### config.mk
export PLATFORM = sky130hd
export DESIGN_NAME = detector_jogada
export DESIGN_NICKNAME = d
export VERILOG_FILES = /design/src/rtl/detector_jogada.sv
export SDC_FILE = /design/constraint.sdc
export NUM_CORES = 1
export LEC_CHECK = 0
export BUFFER_PORTS_ARGS = -buffer_cell sky130_fd_sc_hd__buf_2
export CORE_MARGIN = 2
export CORE_UTILIZATION = 45
export CTS_BUF_LIST = sky130_fd_sc_hd__clkbuf_8
export CTS_CLUSTER_DIAMETER = 100
export DETAILED_ROUTE_END_ITERATION = 8
export GPL_TIMING_DRIVEN = 0
export PLACE_DENSITY_LB_ADDON = 0.15
export SETUP_SLACK_MARGIN = 0.2
export SLEW_MARGIN = 10
export SYNTH_ARGS = -nofsm -noshare
export SYNTH_HDL_FRONTEND = slang
export SYNTH_SLANG_ARGS = --single-unit
### constraint.sdc
create_clock -name clock -period 1.9 [get_ports clock]
set_input_delay 0 -clock clock [delete_from_list [all_inputs] [get_ports clock]]
set_output_delay 0 -clock clock [all_outputs]
set_load 0.01 [all_outputs]
### src/rtl/detector_jogada.sv
// detector_jogada: push-button input stage for the game control FSM.
// Two-flop synchroniser, per-bit counter debounce and a press/release FSM
// producing tem_jogada / solto pulses and the captured jogada code.
// Optional feature macro: DETECTOR_JOGADA_REJEITA_MULTIPLO_EN
// (when defined, multi-button presses are not accepted as plays).
module detector_jogada #(
  parameter int N_BOTOES        = 4,
  parameter int DEBOUNCE_CYCLES = 50000
) (
  input  logic                clock,
  input  logic                reset,
  input  logic [N_BOTOES-1:0] botoes,
  input  logic                zera_jogada,
  output logic                tem_jogada,
  output logic                tem_botao_pressionado,
  output logic [N_BOTOES-1:0] jogada,
  output logic                solto,
  output logic [1:0]          db_estado
);

  // DEBOUNCE_CYCLES == 1 would give a zero-width counter; keep at least one bit.
  localparam int CW = (DEBOUNCE_CYCLES > 1) ? $clog2(DEBOUNCE_CYCLES) : 1;
  localparam logic [CW-1:0] CNT_MAX = CW'(DEBOUNCE_CYCLES - 1);

  typedef enum logic [1:0] {
    OCIOSO      = 2'd0,
    PULSO       = 2'd1,
    PRESSIONADO = 2'd2,
    LIBERADO    = 2'd3
  } estado_t;

  logic [N_BOTOES-1:0] r_sinc1;
  logic [N_BOTOES-1:0] r_sinc2;
  logic [N_BOTOES-1:0] r_estavel;
  logic [CW-1:0]       r_cnt [N_BOTOES];
  logic [N_BOTOES-1:0] r_jogada;
  estado_t             r_estado;

`ifdef DETECTOR_JOGADA_REJEITA_MULTIPLO_EN
  logic w_multiplo;
  // More than one bit set: clearing the lowest set bit leaves something.
  assign w_multiplo = |(r_estavel & (r_estavel - 1'b1));
`endif

  // Two-flop synchroniser for the asynchronous button inputs.
  always_ff @(posedge clock or negedge reset) begin
    if (!reset) begin
      r_sinc1 <= '0;
      r_sinc2 <= '0;
    end else begin
      r_sinc1 <= botoes;
      r_sinc2 <= r_sinc1;
    end
  end

  // Per-bit debounce: flip only after DEBOUNCE_CYCLES consecutive differing samples.
  always_ff @(posedge clock or negedge reset) begin
    if (!reset) begin
      r_estavel <= '0;
      for (int unsigned i = 0; i < N_BOTOES; i++) r_cnt[i] <= '0;
    end else begin
      for (int unsigned i = 0; i < N_BOTOES; i++) begin
        if (r_sinc2[i] == r_estavel[i]) begin
          r_cnt[i] <= '0;
        end else if (r_cnt[i] == CNT_MAX) begin
          r_estavel[i] <= ~r_estavel[i];
          r_cnt[i]     <= '0;
        end else begin
          r_cnt[i] <= r_cnt[i] + 1'b1;
        end
      end
    end
  end

  // Press/release FSM with jogada capture; zera_jogada overrides a capture.
  always_ff @(posedge clock or negedge reset) begin
    if (!reset) begin
      r_estado <= OCIOSO;
      r_jogada <= '0;
    end else begin
      case (r_estado)
        OCIOSO: begin
          if (r_estavel != '0) begin
`ifdef DETECTOR_JOGADA_REJEITA_MULTIPLO_EN
            if (w_multiplo) begin
              r_estado <= PRESSIONADO;
            end else begin
              r_estado <= PULSO;
              r_jogada <= r_estavel;
            end
`else
            r_estado <= PULSO;
            r_jogada <= r_estavel;
`endif
          end
        end
        PULSO:       r_estado <= PRESSIONADO;
        PRESSIONADO: if (r_estavel == '0) r_estado <= LIBERADO;
        LIBERADO:    r_estado <= OCIOSO;
        default:     r_estado <= OCIOSO;
      endcase
      if (zera_jogada) r_jogada <= '0;
    end
  end

  // Moore outputs decoded from the state register.
  assign tem_jogada            = (r_estado == PULSO);
  assign solto                 = (r_estado == LIBERADO);
  assign tem_botao_pressionado = |r_estavel;
  assign jogada                = r_jogada;
  assign db_estado             = r_estado;

endmodule

; Word level (Yosys, flattened, before mapping)
; Index checks and enable logic that the tools add are counted.
[word_totals]
reg_bits = 82
latch_bits = 0
mem_bits_rw = 0
rom_bits = 0
inputBits = 7
out_inout_bits = 9
wordCells = 63
n_memories = 0
[op_classes]
n_addsub = 4
mul = 0
div = 0
order_cmp = 0
eq_ne = 13
shift = 0
n_mux = 14
n_bitwise = 8
reduce_logical = 12
[ops]
columns = cell, count
row1 = 16-bit 2-to-1 mux, 8
row2 = 16-bit by 1-bit adder with 16-bit output (second input constant), 4
row3 = 16-bit == test (second input constant), 4
row4 = 4-bit 2-to-1 mux, 3
row5 = 2-bit AND reduction, 6
row6 = 1-bit NOT, 8
row7 = 2-bit one-hot mux with 4 select lines, 1
row8 = 1-bit == test, 4
row9 = 2-bit == test (second input constant), 2
row10 = 4-bit logical NOT, 1
row11 = 2-bit 2-to-1 mux, 2
row12 = 2-bit inequality test (second input constant), 2
row13 = 2-bit nonzero test, 2
row14 = 4-bit nonzero test, 1
row15 = 4-bit OR reduction, 1
row16 = 2-bit by 1-bit == test with 1-bit output (second input constant), 1
row17 = 2-bit logical NOT, 1

; Logic depth before layout (Yosys ltp)
; Gate-level depths: netlist of the first run.
[logic_depth]
ltp_word = 4
depth_mapped = 6
ltp_nobuf = 5

; Least setup slack after synthesis of the first run
; OpenSTA, ideal clock, no wires.
[synth_path]
kind = register -> register
from = register r_cnt[0] in the netlist's numbering
to = register r_cnt[10] in the netlist's numbering
setup_ns = 0.121
arrival_time_ns = 1.322
required_time_ns = 1.779
path_slack_ns = 0.457
stages_incl_launch_ff = 7
path_buffers = 1
path_cell_list = dfrtp_1 ha_1 and3_1 nand4_1 nand2_1 buf_2 nor2_1
[synth_between]
elab_chain_cells = 3
word_cells_on_any_way = 4
classes_between = 1 x add/sub / 1 x eq/ne / 2 x mux
[synth_lines]
columns = item, line
row1 = "start, declared", 35  ; logic [CW-1:0] r_cnt [N_BOTOES];
row2 = "start signal, assigned by index", 69  ; r_cnt[i] <= r_cnt[i] + 1'b1;
row3 = 16-bit by 1-bit adder with 16-bit output or 16-bit == test (tied branches), "69, 65"
row4 = 16-bit 2-to-1 mux (*), 65  ; end else if (r_cnt[i] == CNT_MAX) begin
row5 = 16-bit 2-to-1 mux (*), 63  ; if (r_sinc2[i] == r_estavel[i]) begin
; Every way passes the cells marked *; elsewhere a longest branch is shown, timed or not.
; A chain may end at the register's enable or synchronous reset.

; Final worst setup path of the first run
[layout_path]
from = register r_cnt[0] in the netlist's numbering
to = register r_estavel[3]
[layout_between]
elab_chain_cells = 2
[layout_lines]
columns = item, line
row1 = 16-bit == test, 65
row2 = 2-bit AND reduction (no line), --
row3 = "end signal, assigned by index", 66  ; r_estavel[i] <= ~r_estavel[i];
row4 = "end, declared", 34  ; logic [N_BOTOES-1:0] r_estavel;
; No other way between the ends.

==> key figures, run 1 <==
Run status
  • Status: finished, final reports clean

Route
  • Detailed Routing Iterations Pass 1: 4
  • Total number of vias: roughly 2700
  • Initial DRC count: 113
  • Drt total wl: approximately 7.0 mm
  • Average vias per placed instance: between 5 and 6
  • Post-DR wirelength/cell: between 10 and 15 um
  • Drt drc: 0
  • Routed Antenna Nets: 0

Power and ir drop
  • Static Leak: 1.854 nW
  • Register share of total power: 53.7%
  • Internal: ~2.6 mW
  • Power per cell area: ~760 nW/um^2
  • Worst vdd ir: around 0.45 mV
  • Switch share: around 22%
  • Clock power share: a little over two fifths
  • P_sw: 0.7463 mW
  • Gate power share: 3.7%
  • Overall power: ~3.3 mW

Synth
  • Synthesized flop and latch total: 82
  • Unique cell type count in the Yosys netlist: 27
  • Post-synth EDFFs: 0
  • Count leader, synth: dfrtp_1
  • Syn_nets: roughly 380
  • Avg Cell Area, Syn: about 10 um^2
  • Mapped Area: 3797 um^2
  • Post-synth ARST share: between 90% and 100%
  • Top cells by area, synth: dfrtp_1, xnor2_1, nor2_1, xor2_1, nand4_1
  • Main synth FF type: dfrtp_1
  • Dominant cell type by area after synthesis: dfrtp_1
  • Warnings, synthesis: 0
  • Sequential area share after synthesis: about 54%
  • Mapped Cells: around 360
  • Commonest cells in the netlist: dfrtp_1, nor2_1, xnor2_1
  • Share of the synthesized area in the top cell type: roughly 54%

Global routing
  • Vias in the first global route: about 2400
  • First-pass GRT wire length: around 12 mm
  • Initial antenna violation count: 0
  • GRT Total Usage: between 15 and 20%
  • Largest net degree at the start of global routing: 43
  • Grt total ovfl: 0

Setup path
  • Critical Path End Type: flip-flop
  • CP required: around 2100 ps
  • Critical Path Max Stage Delay: between 400 and 500 ps
  • Slowest cell on crit path: dfrtp_1
  • Critical Path AT: 1870 ps
  • Crit start category: flip-flop
  • Critical path class: reg -> reg
  • Critical path cell sequence: ha_1 > and3_2 > nand4_1 > buf_4 > mux2_2
  • Maximum fanout along the worst path: 5

Timing
  • Layout Skew: roughly 7 ps
  • Max-slew headroom: between 60% and 70%
  • Fin crit share: a little under nine tenths
  • RSZ-0062 raised after global routing: false
  • Setup Viol. Count Final: 0
  • Final Critical Period: roughly 1600 ps
  • Hold Vio Cnt, Final: 0
  • Slew Limit Fails: 0
  • Sum Neg Setup Slack: 0 ps
  • Max Freq: just over 600 MHz
  • Least-Margin Pin Slew: roughly 530 ps

CTS
  • Clock sinks: 82
  • H-tree Lvls: 3
  • CTS tree: done
  • Root Driver: clkbuf_8
  • Max clock buf depth: 2
  • TritonCTS buffer count: 9
  • Skew-Pair Late Insertion Delay: roughly 350 ps
  • Clk pin slew, worst setup/hold paths: roughly 80 ps

Worst hold path
  • Worst min path class: in -> async

Floorplanning
  • Core area: 8217 um^2
  • # IOs: 16
  • Die Wd: ~96 um
  • Row count: 33
  • Die footprint: between 9000 and 10000 um^2
  • Die Y-Extent: about 96 um
  • Starting Density: ~46%

Place
  • I/O Buffers: 15
  • Routability cong.: 0.7806
  • Detailed placer's ending HPWL: between 4 and 5 mm

Layout
  • Diode count: 0
  • Layout cells sized above 1: 13.97%
  • Synth-to-layout area growth: 15.68%
  • Layout Nets: between 400 and 500

Run
  • Max cap viols: 0
-- power groups by stage --
stage	clock, mW	combinational [mW]	sequential [mW]
after global placement	0	0.103	1.83
after CTS	1.47	0.122	1.80
after detailed placement	0	0.110	1.83
final	1.42	0.125	1.80
after floorplan	0	0.0482	1.83
after global routing	1.55	0.144	1.80
-- registers in the layout, indices dropped and copies added, names as in the netlist --
signal,count
r_cnt,64
jogada,4
r_estavel,4
r_sinc1,4
r_sinc2,4
db_estado,2
-- layout by cell type, fill, tap and decap left out, types with 6 or more instances in the layout --
| master | Yosys | routed |
|---|---|---|
| dlygate4sd3_1 | 0 | 6 |
| and3_1 | 12 | 11 |
| nand4_1 | 19 | 19 |
| ha_1 | 8 | 8 |
| nor4bb_1 | 8 | 7 |
| buf_2 | 5 | 15 |
| xnor2_1 | 41 | 41 |
| buf_4 | 1 | 9 |
| clkbuf_8 | 0 | 10 |
| xor2_1 | 16 | 16 |
| dfrtp_1 | 82 | 82 |
| nand3_1 | 21 | 21 |
| nor3_1 | 11 | 11 |
| inv_1 | 12 | 12 |
| nand2_1 | 17 | 13 |
| nor2_1 | 70 | 70 |
| nor4_1 | 15 | 14 |
-- repair_timing --
action | in CTS | in global routing
resized for setup | 4 | 7
pin swaps | 0 | 4
hold endpoints to repair | 48 | 0
setup buffers | 0 | 6
hold buffers | 6 | 0
endpoints found under the setup margin | 28 | 40
-- critical path, delay by kind of cell (launching register included) --
kind,cells,cell delay [ps]
fa+ha+maj,1,250
buf+inv,1,140
flops,1,420
mux,1,310
simple gates,2,410
-- worst paths after layout --
| path | from | end | slack (ps) | depth (start not counted) |
|---|---|---|---|---|
| max in group asynchronous | reset | r_cnt[3]$_DFF_PN0_ | 1140 | 3 |
| min in group clock | botoes[2] | r_sinc1[2]$_DFF_PN0_ | 280 | 2 |
| setup reg to reg | r_cnt[0]$_DFF_PN0_ | r_estavel[3]$_DFFE_PN0P_ | 270 | 5 |
| setup / recovery | r_cnt[0]$_DFF_PN0_ | r_estavel[3]$_DFFE_PN0P_ | 270 | 5 |
| hold reg to reg | r_sinc1[1]$_DFF_PN0_ | r_sinc2[1]$_DFF_PN0_ | 350 | 0 |
| hold / removal | reset | r_cnt[27]$_DFF_PN0_ | 160 | 2 |
-- routing by layer --
layer | part of all wire [%] | GRT usage (%) | vias up | wire length [um]
met3 | 2.7 | 3.681 | 13 | 191
li1 | - | - | 1343 | -
met4 | 2.2 | 8.571 | 0 | 155
met2 | 44 | 23.60 | 33 | 3067
met1 | 51 | 24.69 | 1313 | 3538
met5 | 0 | 0 | - | 0
-- final cells by class --
class,instances,area [um^2]
fill,738,3824
sequential,82,2052
multi-input combinational,264,1692
timing repair buffer,28,202.7
clock buffer,10,137.6
tap,105,131.4
clock inverter,6,90.09
inverter,12,45.04
buffer,6,42.54
-- cell families (layout without fill, tap and decap cells) --
| kind of cell | count (synthesis) | after routing | share of synthesized area [%] |
|---|---|---|---|
| multiplexers | 5 | 5 | 1.450 |
| XOR/XNOR | 57 | 57 | 13.15 |
| buffers and inverters | 18 | 62 | 2.043 |
| flip-flops | 82 | 82 | 54.04 |
| AO/OA/AOI/OAI | 11 | 11 | 1.944 |
| adder cells (fa/ha/maj) | 8 | 8 | 2.636 |
| AND/OR/NAND/NOR | 183 | 183 | 24.74 |
-- through the flow --
| stage | cells | utilization (%) | hold slack [ps] | worst slack, ps | area, um^2 |
|---|---|---|---|---|---|
| after floorplan | 364 | - | -295.6 | 457.2 | 3797 |
| after global placement | 484 | 48.73 | 107.7 | 151.7 | 4004 |
| after detailed placement | 485 | 49.00 | 22.48 | 120.8 | 4026 |
| after CTS | 507 | 52.63 | 175.8 | 207.7 | 4324 |
| after global routing | 513 | 53.46 | 192.0 | 204.8 | 4393 |
| final | 513 | 53.46 | 163.5 | 271.5 | 4393 |
No activity file was read; power rests on OpenSTA's default activity.
==> run 2, diff against run 1 <==
--- a/config.mk
+++ b/config.mk
@@ -6,13 +6,14 @@
 export NUM_CORES = 1
 export LEC_CHECK = 0
 export BUFFER_PORTS_ARGS = -buffer_cell sky130_fd_sc_hd__buf_2
+export CAP_MARGIN = 25
 export CORE_MARGIN = 2
 export CORE_UTILIZATION = 45
 export CTS_BUF_LIST = sky130_fd_sc_hd__clkbuf_8
 export CTS_CLUSTER_DIAMETER = 100
 export DETAILED_ROUTE_END_ITERATION = 8
 export GPL_TIMING_DRIVEN = 0
-export PLACE_DENSITY_LB_ADDON = 0.15
+export PLACE_DENSITY = 0.63
 export SETUP_SLACK_MARGIN = 0.2
 export SLEW_MARGIN = 10
 export SYNTH_ARGS = -nofsm -noshare
==> key figures, run 2 (same netlist as run 1, synthesis figures left out) <==
Run status
  • Status: finished, final reports clean

Timing
  • Max Freq: 630.1 MHz (+2.6%)
  • Hold Vio Cnt, Final: 0 (unchanged)
  • Max-slew headroom: 76.94% (+13 points)
  • Slew Limit Fails: 0 (unchanged)
  • Layout Skew: 11.01 ps (+3.907 ps)
  • Setup Viol. Count Final: 0 (unchanged)
  • Fin crit share: 83.53% (-2.2 points)
  • Final Critical Period: 1587 ps (-41.42 ps)
  • Sum Neg Setup Slack: 0 ps (unchanged)
  • Least-Margin Pin Slew: 342.8 ps (-191.9 ps)
  • RSZ-0062 raised after global routing: false

Floorplanning
  • Die Wd: 95.86 um (unchanged)
  • Row count: 33 (unchanged)
  • Die Y-Extent: 95.86 um (unchanged)
  • Starting Density: 46.22% (unchanged)
  • Die footprint: 9189 um^2 (unchanged)
  • Core area: 8217 um^2 (unchanged)
  • # IOs: 16 (unchanged)

CTS
  • Max clock buf depth: 2 (unchanged)
  • Root Driver: clkbuf_8
  • TritonCTS buffer count: 9 (unchanged)
  • Clk pin slew, worst setup/hold paths: 90 ps (about the same)
  • Skew-Pair Late Insertion Delay: 350 ps (about the same)
  • Clock sinks: 82 (unchanged)
  • CTS tree: done
  • H-tree Lvls: 3 (unchanged)

Route
  • Average vias per placed instance: 5.252 (-0.29%)
  • Detailed Routing Iterations Pass 1: 4 (unchanged)
  • Initial DRC count: 114 (+0.88%)
  • Post-DR wirelength/cell: 13.29 um (-1.9%)
  • Drt total wl: 6.860 mm (-1.3%)
  • Routed Antenna Nets: 0 (unchanged)
  • Drt drc: 0 (unchanged)
  • Total number of vias: 2710 (+0.30%)

Global routing
  • GR peak layer: met1
  • Grt met2 use: 25.35% (+1.7 points)
  • Vias in the first global route: 2614 (+7.9%)
  • GR Util met1: 25.51% (+0.82 points)
  • Largest net degree at the start of global routing: 61 (+42%)
  • Grt total ovfl: 0 (unchanged)
  • First-pass GRT wire length: 12.36 mm (+5.9%)
  • Initial antenna violation count: 0 (unchanged)
  • GRT Total Usage: 17.38% (+0.49 points)
  • Grt met3 use: 3.915% (+0.23 points)

Layout
  • Largest register FFs: 64 (unchanged)
  • Diode count: 0 (unchanged)
  • Area of the multi-input gates: 1679 um^2 (-0.74%)
  • Seq. cell area: 2052 um^2 (unchanged)
  • Most flop-heavy register: r_cnt
  • Layout cells sized above 1: 14.11% (+0.14 points)
  • Commonest non-fill, non-tap cell in the layout: dfrtp_1
  • Most frequent cells in the layout: dfrtp_1, nor2_1, xnor2_1
  • Layout Nets: 421 (+0.72%)
  • Synth-to-layout area growth: 16.14%
  • Fillers: 722 (-2.2%)

Run
  • Max cap viols: 0 (unchanged)

Power and ir drop
  • Worst vdd ir: 0.3829 mV (-15%)
  • Overall power: 3.342 mW (-0.13%)
  • Power per cell area: 757.7 nW/um^2 (-0.53%)
  • Static Leak: 1.860 nW (+0.32%)

Place
  • Routability cong.: 0.7819 (+0.17%)
  • Detailed placer's ending HPWL: 4.612 mm (-1.5%)
  • I/O Buffers: 15 (unchanged)

Setup path
  • CP required: 2130 ps (about the same)
  • Worst reg2reg endpoint: r_cnt[40]$_DFF_PN0_
  • Crit start category: flip-flop
  • Maximum fanout along the worst path: 10 (+5)
  • Slack of the worst reg-to-reg path: 310 ps (+40 ps)
  • R2R cell count: 6 (+1)
  • Critical Path End Type: flip-flop
  • Critical path class: reg -> reg
  • Critical Path AT: 1810 ps (-60 ps)
  • Worst R2R Start: r_cnt[32]$_DFF_PN0_

Worst hold path
  • Worst min path class: in -> async
-- run 2: report_power, final --
group	leakage, nW	internal [mW]	total (mW)	switching, mW
Sequential	1.12	1.77	1.80	0.0248
Clock	0.101	0.775	1.41	0.638
Combinational	0.642	0.0550	0.131	0.0759
-- run 2: layer usage --
metal	part of all wire (%)	vias up
li1	-	1356
met1	50	1302
met2	46	46
met3	3.2	6
met4	0.98	0
met5	0	-
-- run 2: cell type report --
cell class / count / share of cell area [%]
Clock inverter: 6 / 2.043
Buffer: 6 / 0.9645
Sequential cell: 82 / 46.52
Multi-Input combinational cell: 264 / 38.07
Tap cell: 105 / 2.979
Timing Repair Buffer: 31 / 5.277
Clock buffer: 10 / 3.121
Inverter: 12 / 1.021
-- run 2: worst max-delay path by stage --
stage	from	end	slack, ps	depth (start not counted)
2_1_floorplan	r_cnt[0]$_DFF_PN0_	r_cnt[10]$_DFF_PN0_	460	6
3_3_place_gp	reset	r_cnt[55]$_DFF_PN0_	180	1
3_5_place_dp	r_cnt[0]$_DFF_PN0_	r_cnt[11]$_DFF_PN0_	170	6
4_1_cts	r_cnt[0]$_DFF_PN0_	r_cnt[14]$_DFF_PN0_	200	6
5_1_grt	r_cnt[32]$_DFF_PN0_	r_cnt[42]$_DFF_PN0_	170	6
6_report	r_cnt[32]$_DFF_PN0_	r_cnt[40]$_DFF_PN0_	310	6
-- run 2: per-stage QoR --
stage                     cells  hold WS [ps]  setup WS [ps]  cell area (um^2)  utilization (%)
after floorplan             364        -295.6          457.2              3797                -
after global placement      484         107.6          175.9              4004            48.73
after detailed placement    485        -76.61          174.1              4034            49.09
after CTS                   507         73.36          201.8              4332            52.72
after global routing        516         95.13          174.6              4410            53.68
final                       516         87.17          312.9              4410            53.68
-- run 2: repair_timing --
action / 4_1_cts / 5_1_grt
buffers inserted: 0 / 9
setup endpoints to repair: 28 / 40
hold buffers: 6 / 0
hold endpoints to repair: 90 / 0
resized for setup: 4 / 5
pin swaps: 0 / 5
-- run 2: worst max-delay path: stages, from the launching register on --
cell and delay [ps]:
dfrtp_1 400, ha_1 220, and3_1 230, nand4_1 190, nand2_2 160, clkbuf_4 210, nor2_1 70
